`config.mk`:
```
export PLATFORM = sky130hd
export DESIGN_NAME = stopwatch_ctrl_flat
export DESIGN_NICKNAME = d
export VERILOG_FILES = /design/src/rtl/stopwatch_pkg.sv /design/src/rtl/stopwatch_ctrl_if.sv /design/src/rtl/stopwatch_tick_gen.sv /design/src/rtl/stopwatch_ctrl.sv /design/src/flat_wrapper.sv
export SDC_FILE = /design/constraint.sdc
export NUM_CORES = 1
export LEC_CHECK = 0
export ABC_AREA = 1
export CORE_MARGIN = 3
export CORE_UTILIZATION = 40
export DETAILED_ROUTE_END_ITERATION = 12
export GPL_ROUTABILITY_DRIVEN = 0
export SLEW_MARGIN = 5
export SYNTH_ARGS = -nofsm -noshare
export SYNTH_HDL_FRONTEND = slang
export SYNTH_SLANG_ARGS = --single-unit
```
`constraint.sdc`:
```
create_clock -name iclk -period 1.57 [get_ports iclk]
set_clock_uncertainty 0.15 [all_clocks]
set_input_delay 0.471 -clock iclk [delete_from_list [all_inputs] [get_ports iclk]]
set_output_delay 0.471 -clock iclk [all_outputs]
set_load 0.1 [all_outputs]
```
`src/rtl/stopwatch_pkg.sv`:
```
// stopwatch_pkg
// Shared types and helpers for the stopwatch control core.
//   state_t       : FSM state encoding (IDLE=0, RUN=1, PAUSE=2, LAP=3)
//   time_t        : packed BCD time, minutes tens/ones, seconds tens/ones, tenths
//   DIGIT_MAX_9/5 : largest value a decimal / base-6 digit can hold
//   time_inc      : one-tenth increment with the full carry chain and wrap
//   time_is_max   : true when the time reads 59:59.9
package stopwatch_pkg;

  typedef enum logic [1:0] {
    IDLE  = 2'd0,
    RUN   = 2'd1,
    PAUSE = 2'd2,
    LAP   = 2'd3
  } state_t;

  typedef struct packed {
    logic [2:0] min_tens;
    logic [3:0] min_ones;
    logic [2:0] sec_tens;
    logic [3:0] sec_ones;
    logic [3:0] tenths;
  } time_t;

  localparam logic [3:0] DIGIT_MAX_9 = 4'd9;
  localparam logic [2:0] DIGIT_MAX_5 = 3'd5;

  // Advance the time by one tenth. Each digit rolls to zero and carries
  // into the next one up; carrying out of the minutes tens digit wraps
  // the whole time back to 00:00.0.
  function automatic time_t time_inc(input time_t t);
    time_t n;
    n = t;
    if (t.tenths != DIGIT_MAX_9) begin
      n.tenths = t.tenths + 4'd1;
    end else begin
      n.tenths = '0;
      if (t.sec_ones != DIGIT_MAX_9) begin
        n.sec_ones = t.sec_ones + 4'd1;
      end else begin
        n.sec_ones = '0;
        if (t.sec_tens != DIGIT_MAX_5) begin
          n.sec_tens = t.sec_tens + 3'd1;
        end else begin
          n.sec_tens = '0;
          if (t.min_ones != DIGIT_MAX_9) begin
            n.min_ones = t.min_ones + 4'd1;
          end else begin
            n.min_ones = '0;
            if (t.min_tens != DIGIT_MAX_5) begin
              n.min_tens = t.min_tens + 3'd1;
            end else begin
              n = '0;
            end
          end
        end
      end
    end
    return n;
  endfunction

  // The last representable time; the next tick from here is a rollover.
  function automatic logic time_is_max(input time_t t);
    return (t.min_tens == DIGIT_MAX_5) && (t.min_ones == DIGIT_MAX_9) &&
           (t.sec_tens == DIGIT_MAX_5) && (t.sec_ones == DIGIT_MAX_9) &&
           (t.tenths == DIGIT_MAX_9);
  endfunction

endpackage

```
`src/rtl/stopwatch_ctrl_if.sv`:
```
// stopwatch_ctrl_if
// Bundles the button inputs and the display/status outputs of the
// stopwatch core.
//   istart_stop, ilap_reset : button events into the core
//   omin_tens .. otenths    : BCD digits for the display path
//   ostate                  : current FSM state
//   otick, orollover        : single-cycle status pulses
// Modports: master drives the buttons and reads the display (board side
// or testbench); slave is the stopwatch core.
interface stopwatch_ctrl_if;
  import stopwatch_pkg::*;

  logic       istart_stop;
  logic       ilap_reset;
  logic [2:0] omin_tens;
  logic [3:0] omin_ones;
  logic [2:0] osec_tens;
  logic [3:0] osec_ones;
  logic [3:0] otenths;
  state_t     ostate;
  logic       otick;
  logic       orollover;

  modport master (
    output istart_stop, ilap_reset,
    input  omin_tens, omin_ones, osec_tens, osec_ones, otenths,
    input  ostate, otick, orollover
  );

  modport slave (
    input  istart_stop, ilap_reset,
    output omin_tens, omin_ones, osec_tens, osec_ones, otenths,
    output ostate, otick, orollover
  );

endinterface

```
`src/rtl/stopwatch_tick_gen.sv`:
```
// stopwatch_tick_gen
// Prescaler that turns the board clock into a 0.1 s tick enable, so the
// whole stopwatch stays in the single board-clock domain.
//   iclk    : board clock
//   irst_n  : asynchronous active-low reset
//   ienable : count only while high (RUN or LAP); holding keeps the
//             partial tenth across a pause
//   iclear  : synchronous return of the prescaler to zero
//   otick   : high for the one cycle in which the prescaler sits at
//             DIVISOR-1 while enabled
// Parameters: DIVISOR cycles per tick, CNT_W prescaler width
// (2**CNT_W must be at least DIVISOR).
module stopwatch_tick_gen #(
  parameter int DIVISOR = 5000000,
  parameter int CNT_W   = 23
) (
  input  logic iclk,
  input  logic irst_n,
  input  logic ienable,
  input  logic iclear,
  output logic otick
);

  localparam logic [CNT_W-1:0] LAST = CNT_W'(DIVISOR - 1);

  logic [CNT_W-1:0] count_q;

  // The tick is combinational off the count so the time counters can
  // advance on the very edge where the prescaler wraps.
  assign otick = ienable && (count_q == LAST);

  // Prescaler: clear wins, otherwise count up while enabled and wrap at
  // the last value; when disabled the count is simply held.
  always_ff @(posedge iclk or negedge irst_n) begin
    if (!irst_n) begin
      count_q <= '0;
    end else if (iclear) begin
      count_q <= '0;
    end else if (ienable) begin
      if (count_q == LAST) begin
        count_q <= '0;
      end else begin
        count_q <= count_q + CNT_W'(1);
      end
    end
  end

endmodule

```
`src/rtl/stopwatch_ctrl.sv`:
```
// stopwatch_ctrl
// Control and timekeeping core of the stopwatch: run/pause/lap/clear
// sequencing from two buttons, BCD minutes/seconds/tenths counting, and
// a registered display that shows either the live or the lap-frozen time.
//   iclk   : board clock, all logic on its rising edge
//   irst_n : asynchronous active-low reset
//   bus    : stopwatch_ctrl_if.slave (buttons in; digits, state, otick,
//            orollover out)
// Parameters: DIVISOR board-clock cycles per 0.1 s, CNT_W prescaler width.
// Build option STOPWATCH_EDGE_DETECT_EN: when defined, the buttons are
// level inputs passed through a 2-flop synchroniser and rising-edge
// detector (3 cycles of latency); when undefined they are taken as
// synchronous single-cycle pulses and used directly.
module stopwatch_ctrl
  import stopwatch_pkg::*;
#(
  parameter int DIVISOR = 5000000,
  parameter int CNT_W   = 23
) (
  input  logic             iclk,
  input  logic             irst_n,
  stopwatch_ctrl_if.slave  bus
);

  logic   start_evt;
  logic   lap_evt;
  logic   lap_only;
  state_t state_q, state_d;
  logic   capture_lap;
  logic   clear_time;
  logic   run_en;
  logic   tick;
  time_t  live_q, live_d;
  time_t  lap_q, lap_d;
  time_t  disp_q, disp_d;
  logic   tick_q;
  logic   rollover_q, rollover_d;

`ifdef STOPWATCH_EDGE_DETECT_EN
  logic [2:0] start_sync_q;
  logic [2:0] lap_sync_q;

  // Two synchroniser flops per button followed by a history flop; a
  // press becomes one event when the synchronised level first rises.
  always_ff @(posedge iclk or negedge irst_n) begin
    if (!irst_n) begin
      start_sync_q <= '0;
      lap_sync_q   <= '0;
    end else begin
      start_sync_q <= {start_sync_q[1:0], bus.istart_stop};
      lap_sync_q   <= {lap_sync_q[1:0], bus.ilap_reset};
    end
  end

  assign start_evt = start_sync_q[1] & ~start_sync_q[2];
  assign lap_evt   = lap_sync_q[1] & ~lap_sync_q[2];
`else
  assign start_evt = bus.istart_stop;
  assign lap_evt   = bus.ilap_reset;
`endif

  // Start/stop has priority, so a simultaneous lap/clear press is dropped.
  assign lap_only = lap_evt & ~start_evt;

  // Next-state logic. Besides the state, it flags the two side effects of
  // the lap/clear button: snapshotting the live time when entering LAP,
  // and clearing time plus prescaler when leaving PAUSE for IDLE.
  always_comb begin
    state_d     = state_q;
    capture_lap = 1'b0;
    clear_time  = 1'b0;
    unique case (state_q)
      IDLE: begin
        if (start_evt) state_d = RUN;
      end
      RUN: begin
        if (start_evt) begin
          state_d = PAUSE;
        end else if (lap_only) begin
          state_d     = LAP;
          capture_lap = 1'b1;
        end
      end
      PAUSE: begin
        if (start_evt) begin
          state_d = RUN;
        end else if (lap_only) begin
          state_d    = IDLE;
          clear_time = 1'b1;
        end
      end
      LAP: begin
        if (start_evt) begin
          state_d = PAUSE;
        end else if (lap_only) begin
          state_d = RUN;
        end
      end
      default: state_d = IDLE;
    endcase
  end

  // Counting follows the current (pre-transition) state, so a tick that
  // lands on the same edge as a stop is still applied.
  assign run_en = (state_q == RUN) || (state_q == LAP);

  stopwatch_tick_gen #(
    .DIVISOR (DIVISOR),
    .CNT_W   (CNT_W)
  ) u_tick_gen (
    .iclk    (iclk),
    .irst_n  (irst_n),
    .ienable (run_en),
    .iclear  (clear_time),
    .otick   (tick)
  );

  // Next values for the live time, the lap snapshot and the display.
  // The display register is loaded from the next-cycle values so that the
  // digits change on the same edge as the registered tick/rollover pulses.
  always_comb begin
    live_d = live_q;
    if (clear_time) begin
      live_d = '0;
    end else if (tick) begin
      live_d = time_inc(live_q);
    end

    lap_d = lap_q;
    if (capture_lap) lap_d = live_q;

    disp_d     = (state_d == LAP) ? lap_d : live_d;
    rollover_d = tick && time_is_max(live_q);
  end

  // All state and output registers; reset returns everything to zero,
  // which is also the IDLE encoding.
  always_ff @(posedge iclk or negedge irst_n) begin
    if (!irst_n) begin
      state_q    <= IDLE;
      live_q     <= '0;
      lap_q      <= '0;
      disp_q     <= '0;
      tick_q     <= 1'b0;
      rollover_q <= 1'b0;
    end else begin
      state_q    <= state_d;
      live_q     <= live_d;
      lap_q      <= lap_d;
      disp_q     <= disp_d;
      tick_q     <= tick;
      rollover_q <= rollover_d;
    end
  end

  assign bus.omin_tens = disp_q.min_tens;
  assign bus.omin_ones = disp_q.min_ones;
  assign bus.osec_tens = disp_q.sec_tens;
  assign bus.osec_ones = disp_q.sec_ones;
  assign bus.otenths   = disp_q.tenths;
  assign bus.ostate    = state_q;
  assign bus.otick     = tick_q;
  assign bus.orollover = rollover_q;

endmodule

```
`src/flat_wrapper.sv`:
```
// flat-port wrapper written by rule: the top's interface ports become plain ports
module stopwatch_ctrl_flat import stopwatch_pkg::*;
#(
  parameter int DIVISOR = 5000000,
  parameter int CNT_W   = 23
)
  (iclk, irst_n, bus_istart_stop, bus_ilap_reset, bus_omin_tens, bus_omin_ones, bus_osec_tens, bus_osec_ones, bus_otenths, bus_ostate, bus_otick, bus_orollover);
  stopwatch_ctrl_if bus_i ();
  input  logic iclk;
  input  logic irst_n;
  input wire logic [$bits(bus_i.istart_stop)-1:0] bus_istart_stop;
  input wire logic [$bits(bus_i.ilap_reset)-1:0] bus_ilap_reset;
  output wire logic [$bits(bus_i.omin_tens)-1:0] bus_omin_tens;
  output wire logic [$bits(bus_i.omin_ones)-1:0] bus_omin_ones;
  output wire logic [$bits(bus_i.osec_tens)-1:0] bus_osec_tens;
  output wire logic [$bits(bus_i.osec_ones)-1:0] bus_osec_ones;
  output wire logic [$bits(bus_i.otenths)-1:0] bus_otenths;
  output wire logic [$bits(bus_i.ostate)-1:0] bus_ostate;
  output wire logic [$bits(bus_i.otick)-1:0] bus_otick;
  output wire logic [$bits(bus_i.orollover)-1:0] bus_orollover;
  assign bus_i.istart_stop = bus_istart_stop;
  assign bus_i.ilap_reset = bus_ilap_reset;
  assign bus_omin_tens = bus_i.omin_tens;
  assign bus_omin_ones = bus_i.omin_ones;
  assign bus_osec_tens = bus_i.osec_tens;
  assign bus_osec_ones = bus_i.osec_ones;
  assign bus_otenths = bus_i.otenths;
  assign bus_ostate = bus_i.ostate;
  assign bus_otick = bus_i.otick;
  assign bus_orollover = bus_i.orollover;
  stopwatch_ctrl #(.DIVISOR(DIVISOR), .CNT_W(CNT_W)) u_core (.iclk(iclk), .irst_n(irst_n), .bus(bus_i));
endmodule
```
==> impl_metrics.ini, run 1 <==
[finish]
final_area_sq_um = 6800
multi_input_area_sq_um = 2380
nFillCells = 763
area_growth_pct = 60.2
drive_above_1_share_pct = 44.9
insertedDiodeCount = 0
regArea_sq_um = 2030
layout.nets = 714
utilization_pct = 67.7

[worst_setup_path]
cp-startpoint = u_core.u_tick_gen.count_q[1]
path_cells = ha_4 > nand2_4 > nor2_4 > nand2_2 > nor2_4 > nand3_4 > buf_6 > buf_4 > a21oi_1
cp-end-kind = flop
max_stage_delay_ps = 410
criticalPathCategory = reg2reg
cp_top_family = simple AND/OR/NAND/NOR gates
arrival_ps = 2030
cp_num_cells = 9
path_max_fanout = 4
crit_top_cell = nor2_4
worstRegToRegCells = 9
r2r_start = u_core.u_tick_gen.count_q[1]
startpoint_type = flop
cpMaxStageDelayCell = dfrtp_1
required_ps = 1730
cp_num_buf_inv = 2

[placed_design]
io_buffer_count = 25
placed_area_sq_um = 5810
dp_hpwl_um = 8720

[timing]
setup_viol = 82
fin_crit_sh_pct = 119
final-max-slew-violation-count = 0
layout_setup_ws_ps = -303
rsz0062_at_grt = true
hold_viol_final = 0
setup-tns-final_ps = -11850
period_needed_ps = 1870
worst_pin_slew_ps = 370
fmax_mhz = 534
slew_headroom_pct = 75.3

[routing]
num_vias = 4400
drtIter0Drc = 306
wirelength_um = 12900
wl_per_cell_um = 15.3
drtPass1Iterations = 5
drc_errors = 0
viasPerCell = 5.21
detail-route-antenna-nets = 0

[global_route]
grt_pass1_vias = 4317
grt_pass1_wl_um = 20500
grt_antenna_before_repair = 0
grt_overflow = 0
grt_usage_pct = 22.4
grt_max_degree = 24

[logic_synthesis]
avgSynthCellArea_sq_um = 7.88
synth.most_common_cell = nand2_1
netlist_area_sq_um = 4250
synthTopCellsByCount = 149 x nand2_1, 81 x dfrtp_1, 42 x nor2_1
yosys_most_used_dff = dfrtp_1
synthArstFlopShare_pct = 100
ys_top_cells_by_area = dfrtp_1 48%, nand2_1 13%, nand4_1 4.1%
synthCells = 539
synth_top_area_share_pct = 47.7
synth_seq_cells = 81
synth-edff-count = 0
yosys_warnings = 0
syn_nets = 546
post-synth-top-area-cell = dfrtp_1
yosysSeqAreaShare_pct = 47.7
synth_cell_types = 38

[floorplan]
num_rows = 36
initial_utilization_pct = 42.3
die-area_sq_um = 11900
coreArea_sq_um = 10000
die_w_um = 109
die_h_um = 109
boundaryPins = 26

[hold_path]
min_from = bus_ilap_reset
whs_path_depth = 4
min_path_type = in2reg

[clocking]
clockBufferDepth = 2
root_buffer = clkbuf_8
cts_sinks = 81
cts_tree = built
cts_made_buffers = 9
clock_latency_ps = 390
path_clk_slew_ps = 90
cts.htree.levels = 3

[power_and_ir_drop]
cellPowerDensity_nw_per_um2 = 1410
leakagePower_uw = 0.00329
ir_worst_vdd_mv = 1.21
power_uw = 9570

[status]
status = complete, but fails checks
violations = negative setup slack

[flow_run]
max_cap_violations = 0
-- registers in the layout, indices dropped and copies added (netlist names) --
signal and count:
u_core.u_tick_gen.count_q 23, u_core.bus.omin_tens 3, u_core.bus.otenths 4, u_core.lap_q 18, u_core.live_q 18, u_core.bus.orollover 1
u_core.bus.osec_tens 3, u_core.bus.ostate 2, u_core.bus.omin_ones 4, u_core.bus.otick 1, u_core.bus.osec_ones 4
-- placed cells by master (no fill, tap or decap), types with 7 or more instances in the layout --
master	instances
clkbuf_8	9
o21ai_0	18
nand4_1	28
o21ai_2	7
nor3_2	8
buf_12	29
nand3_1	21
inv_1	32
nand2_1	116
nand2_4	11
and3_1	9
nand2_2	27
nand3_2	9
xor2_1	8
a21oi_1	11
inv_2	21
buf_4	113
nor2_2	11
buf_6	21
dfrtp_1	79
nor2_4	13
o21ai_1	21
nor2_1	30
-- final timing paths --
kind	slack [ps]	end
min	280	u_core.bus.ostate[1]
max in group asynchronous	370	u_core.bus.osec_tens[2]
max	-300	u_core.live_q[0]
max reg2reg	-300	u_core.live_q[0]
min reg2reg	360	u_core.lap_q[2]
min in group asynchronous	390	u_core.u_tick_gen.count_q[20]
-- metal layers --
| metal | wire (um) | global-route usage (%) | part of all wire, % | vias to the layer above |
|---|---|---|---|---|
| met5 | 0 | 0 | 0 | - |
| met4 | 198 | 6.13 | 1.5 | 0 |
| met3 | 779 | 6.45 | 6.0 | 19 |
| met2 | 6320 | 36.1 | 49 | 114 |
| met1 | 5630 | 29.6 | 44 | 2148 |
| li1 | - | - | - | 2119 |
-- where the power goes --
group,total (uW),internal (uW),switching (uW)
Combinational,4990,2140,2850
Clock,1630,747,879
Sequential,2950,2590,366
-- kinds of logic (layout without fill, tap and decap cells) --
logic type / Yosys count / count (layout) / share of synthesized area (%)
AND/OR/NAND/NOR: 299 / 299 / 33.4
AO/OA/AOI/OAI: 73 / 73 / 9.22
buffers and inverters: 73 / 246 / 6.63
flip-flops: 81 / 81 / 47.7
XOR/XNOR: 9 / 9 / 1.86
adder cells (fa/ha/maj): 3 / 3 / 0.884
multiplexers: 1 / 1 / 0.265
-- stage by stage --
stage | setup WS (ps) | cells | hold slack, ps
floorplan | -206 | 539 | 25.4
global placement | -590 | 792 | 258
detailed placement | -667 | 792 | 262
CTS | -230 | 831 | 359
global route | -359 | 845 | 312
finish | -303 | 845 | 284
-- area by class of cell --
cell class | count | share of cell area (%)
Clock inverter | 7 | 1.16
Inverter | 61 | 3.90
Clock buffer | 9 | 1.82
Sequential cell | 81 | 29.9
Timing Repair Buffer | 169 | 25.8
Tap cell | 133 | 2.45
Multi-Input combinational cell | 385 | 35.0
-- tightest hold or removal path: stages --
cell            delay (ps)
dlymetal6s2s_1         120
nor2_1                  60
nand2_1                 50
o21ai_1                 80
-- timing repair --
item | 4_1_cts | 5_1_grt
cloned | 0 | 2
resized for setup | 79 | 58
hold buffers | 1 | 0
setup endpoints to repair | 97 | 97
endpoints found under the hold margin | 17 | 0
pin swaps | 40 | 31
buffers inserted | 23 | 14
Note: power is estimated with default switching activity, not from simulation.
==> run 2, diff against run 1 <==
CORE_UTILIZATION = 54   (was 40)
GPL_TIMING_DRIVEN = 0   (was default)
PLACE_DENSITY = 0.76   (was default)
==> run 2 against run 1 <==
  * The flow still finishes with violations (negative setup slack)
  * Setup slack got worse by 58 ps
  * Clock power hardly changed
  * Sequential share of layout area grew 4.8 points
  * Largest cell class unchanged
  * Highest routed layer unchanged
  * Hold slack improved by 77 ps
  * Routed wire length decreased by 1.5%
  * Critical path depth rose by 2
==> impl_metrics.ini, run 2 (synthesized netlist as in run 1, its figures left out) <==
[clocking]
clockBufferDepth = 2
cts.htree.levels = 3
root_buffer = clkbuf_8
cts_made_buffers = 9
clock_latency_ps = 360
cts_sinks = 81
cts_tree = built
path_clk_slew_ps = 90

[placed_design]
dp_hpwl_um = 7140
io_buffer_count = 25
place_ws_ps = -772

[routing]
drc_errors = 0
wirelength_um = 12700
num_vias = 4284
detail-route-antenna-nets = 0
drtPass1Iterations = 5
viasPerCell = 5.93
wl_per_cell_um = 17.6
drtIter0Drc = 382

[finish]
utilization_pct = 78.8
layout.nets = 625
most-common-layout-cells = 115 x nand2_1, 75 x dfrtp_1, 36 x buf_4
insertedDiodeCount = 0
nFillCells = 455
largest_reg_flops = 23
area_growth_pct = 38.2
top_regs = u_core.u_tick_gen.count_q: 23 flops, u_core.lap_q: 18 flops, u_core.live_q: 18 flops
drive_above_1_share_pct = 38.4
largest-register = u_core.u_tick_gen.count_q
mostFrequentLayoutCell = nand2_1

[worst_setup_path]
cpMaxStageDelayCell = dfrtp_1
worstRegToRegCells = 11
cp_num_buf_inv = 0
cp-end-kind = flop
required_ps = 1710
cp-startpoint = u_core.u_tick_gen.count_q[0]
path_cells = ha_4 > nand2_4 > nor2_8 > nand2_2 > nor2_4 > nand2_4 > nor2_4 > nand2_2 > nand2_2 > nand3_2 > nand2_1
arrival_ps = 2070
criticalPathCategory = reg2reg
reg2reg_slack_ps = -360
cp_num_cells = 11
crit_top_cell = nand2_2
max_stage_delay_ps = 440
cp-endpoint = u_core.bus.omin_tens[1]
path_max_fanout = 5
r2r_start = u_core.u_tick_gen.count_q[0]
worstReg2RegEnd = u_core.bus.omin_tens[1]
cp_top_family = simple AND/OR/NAND/NOR gates
startpoint_type = flop

[timing]
layout_setup_ws_ps = -361
holdWs_ps = 361
setup_viol = 67
rsz0062_at_grt = true
period_needed_ps = 1930
worst_pin_slew_ps = 693
hold_viol_final = 0
slew_headroom_pct = 53.8
final-max-slew-violation-count = 0
fin_crit_sh_pct = 123
fmax_mhz = 518

[global_route]
grt_usage_pct = 26.6
grt_antenna_before_repair = 0
grt_max_degree = 63
grt_pass1_wl_um = 18300
grt_pass1_vias = 3811
grt_overflow = 0

[floorplan]
initial_utilization_pct = 57.0
die_w_um = 94.7
num_rows = 31
die_h_um = 94.7
boundaryPins = 26
die-area_sq_um = 8960
coreArea_sq_um = 7450

[status]
violations = negative setup slack
status = complete, but fails checks

[flow_run]
max_cap_violations = 0

[power_and_ir_drop]
cellPowerDensity_nw_per_um2 = 1490
p_switching_uw = 4010
p_comb_share_pct = 46.2
ir_worst_vdd_mv = 1.58
pwr-share-seq_pct = 35.1
leakagePower_uw = 0.00274
p_sw_share_pct = 45.8
pwr-share-clk_pct = 18.6
p_int_uw = 4740

[hold_path]
min_path_type = reg2reg
min_from = u_core.lap_q[16]
## run 2: cell count changes in the layout (fill, tap and decap cells not counted), sizes merged
cell | before | now
clkbuf | 10 | 17
dlygate4sd2 | 1 | 2
clkinvlp | 4 | 1
clkinv | 2 | 3
dlymetal6s2s | 1 | 0
inv | 61 | 62
buf | 165 | 70
## run 2: worst reg2reg max path: stages, from the launching register on
cell	delay, ps
dfrtp_1	440
ha_4	180
nand2_4	80
nor2_8	150
nand2_2	80
nor2_4	160
nand2_4	100
nor2_4	140
nand2_2	100
nand2_2	100
nand3_2	60
nand2_1	110
## run 2: per-stage QoR
stage | setup TNS (ps) | std cells | area (sq um) | power [uW]
6_report | -15870 | 722 | 5870 | 8750
5_1_grt | -20950 | 722 | 5870 | 9130
4_1_cts | -9470 | 708 | 5450 | 8120
3_5_place_dp | -56810 | 664 | 4740 | 6000
3_3_place_gp | -295060 | 663 | 4720 | 5930
2_1_floorplan | -6520 | 539 | 4340 | 5230
## run 2: power groups by stage
stage	registers [uW]	clock network, uW	logic [uW]
3_3_place_gp	3010	0	2920
3_5_place_dp	3030	0	2980
6_report	3080	1630	4050
4_1_cts	3000	1630	3490
2_1_floorplan	3630	0	1600
5_1_grt	3120	1710	4300
## run 2: repair_timing
action | 4_1_cts | 5_1_grt
hold buffers | 1 | 0
gates resized for setup | 230 | 96
setup endpoints to repair | 101 | 94
hold endpoints to repair | 19 | 0
pin swaps | 35 | 37
setup buffers | 27 | 16
## run 2: worst min-delay path by stage
stage                                    endpoint  slack, ps  cells past startpoint
finish                           u_core.lap_q[16]        360                      1
global route                     u_core.lap_q[16]        390                      1
CTS                              u_core.lap_q[16]        360                      1
detailed placement  u_core.u_tick_gen.count_q[16]        220                      1
global placement                  u_core.lap_q[0]        330                      2
floorplan                 u_core.bus.omin_ones[0]         30                      0
## run 2: routing by layer
layer	global-route usage (%)	share of wire, %	up-vias
met5	0	0	-
met4	10.9	2.5	0
met3	4.78	9.0	31
met2	39.6	48	244
met1	38.5	41	2065
li1	-	-	1944
## run 2: area by class of cell
cell class | count | area, sq um | share of cell area, %
Clock buffer | 10 | 138 | 2.35
Buffer | 12 | 110 | 1.88
Tap cell | 99 | 124 | 2.11
Inverter | 61 | 254 | 4.33
Sequential cell | 81 | 2040 | 34.8
Multi-Input combinational cell | 385 | 2380 | 40.6
Timing Repair Buffer | 68 | 746 | 12.7
Clock inverter | 6 | 72.6 | 1.24
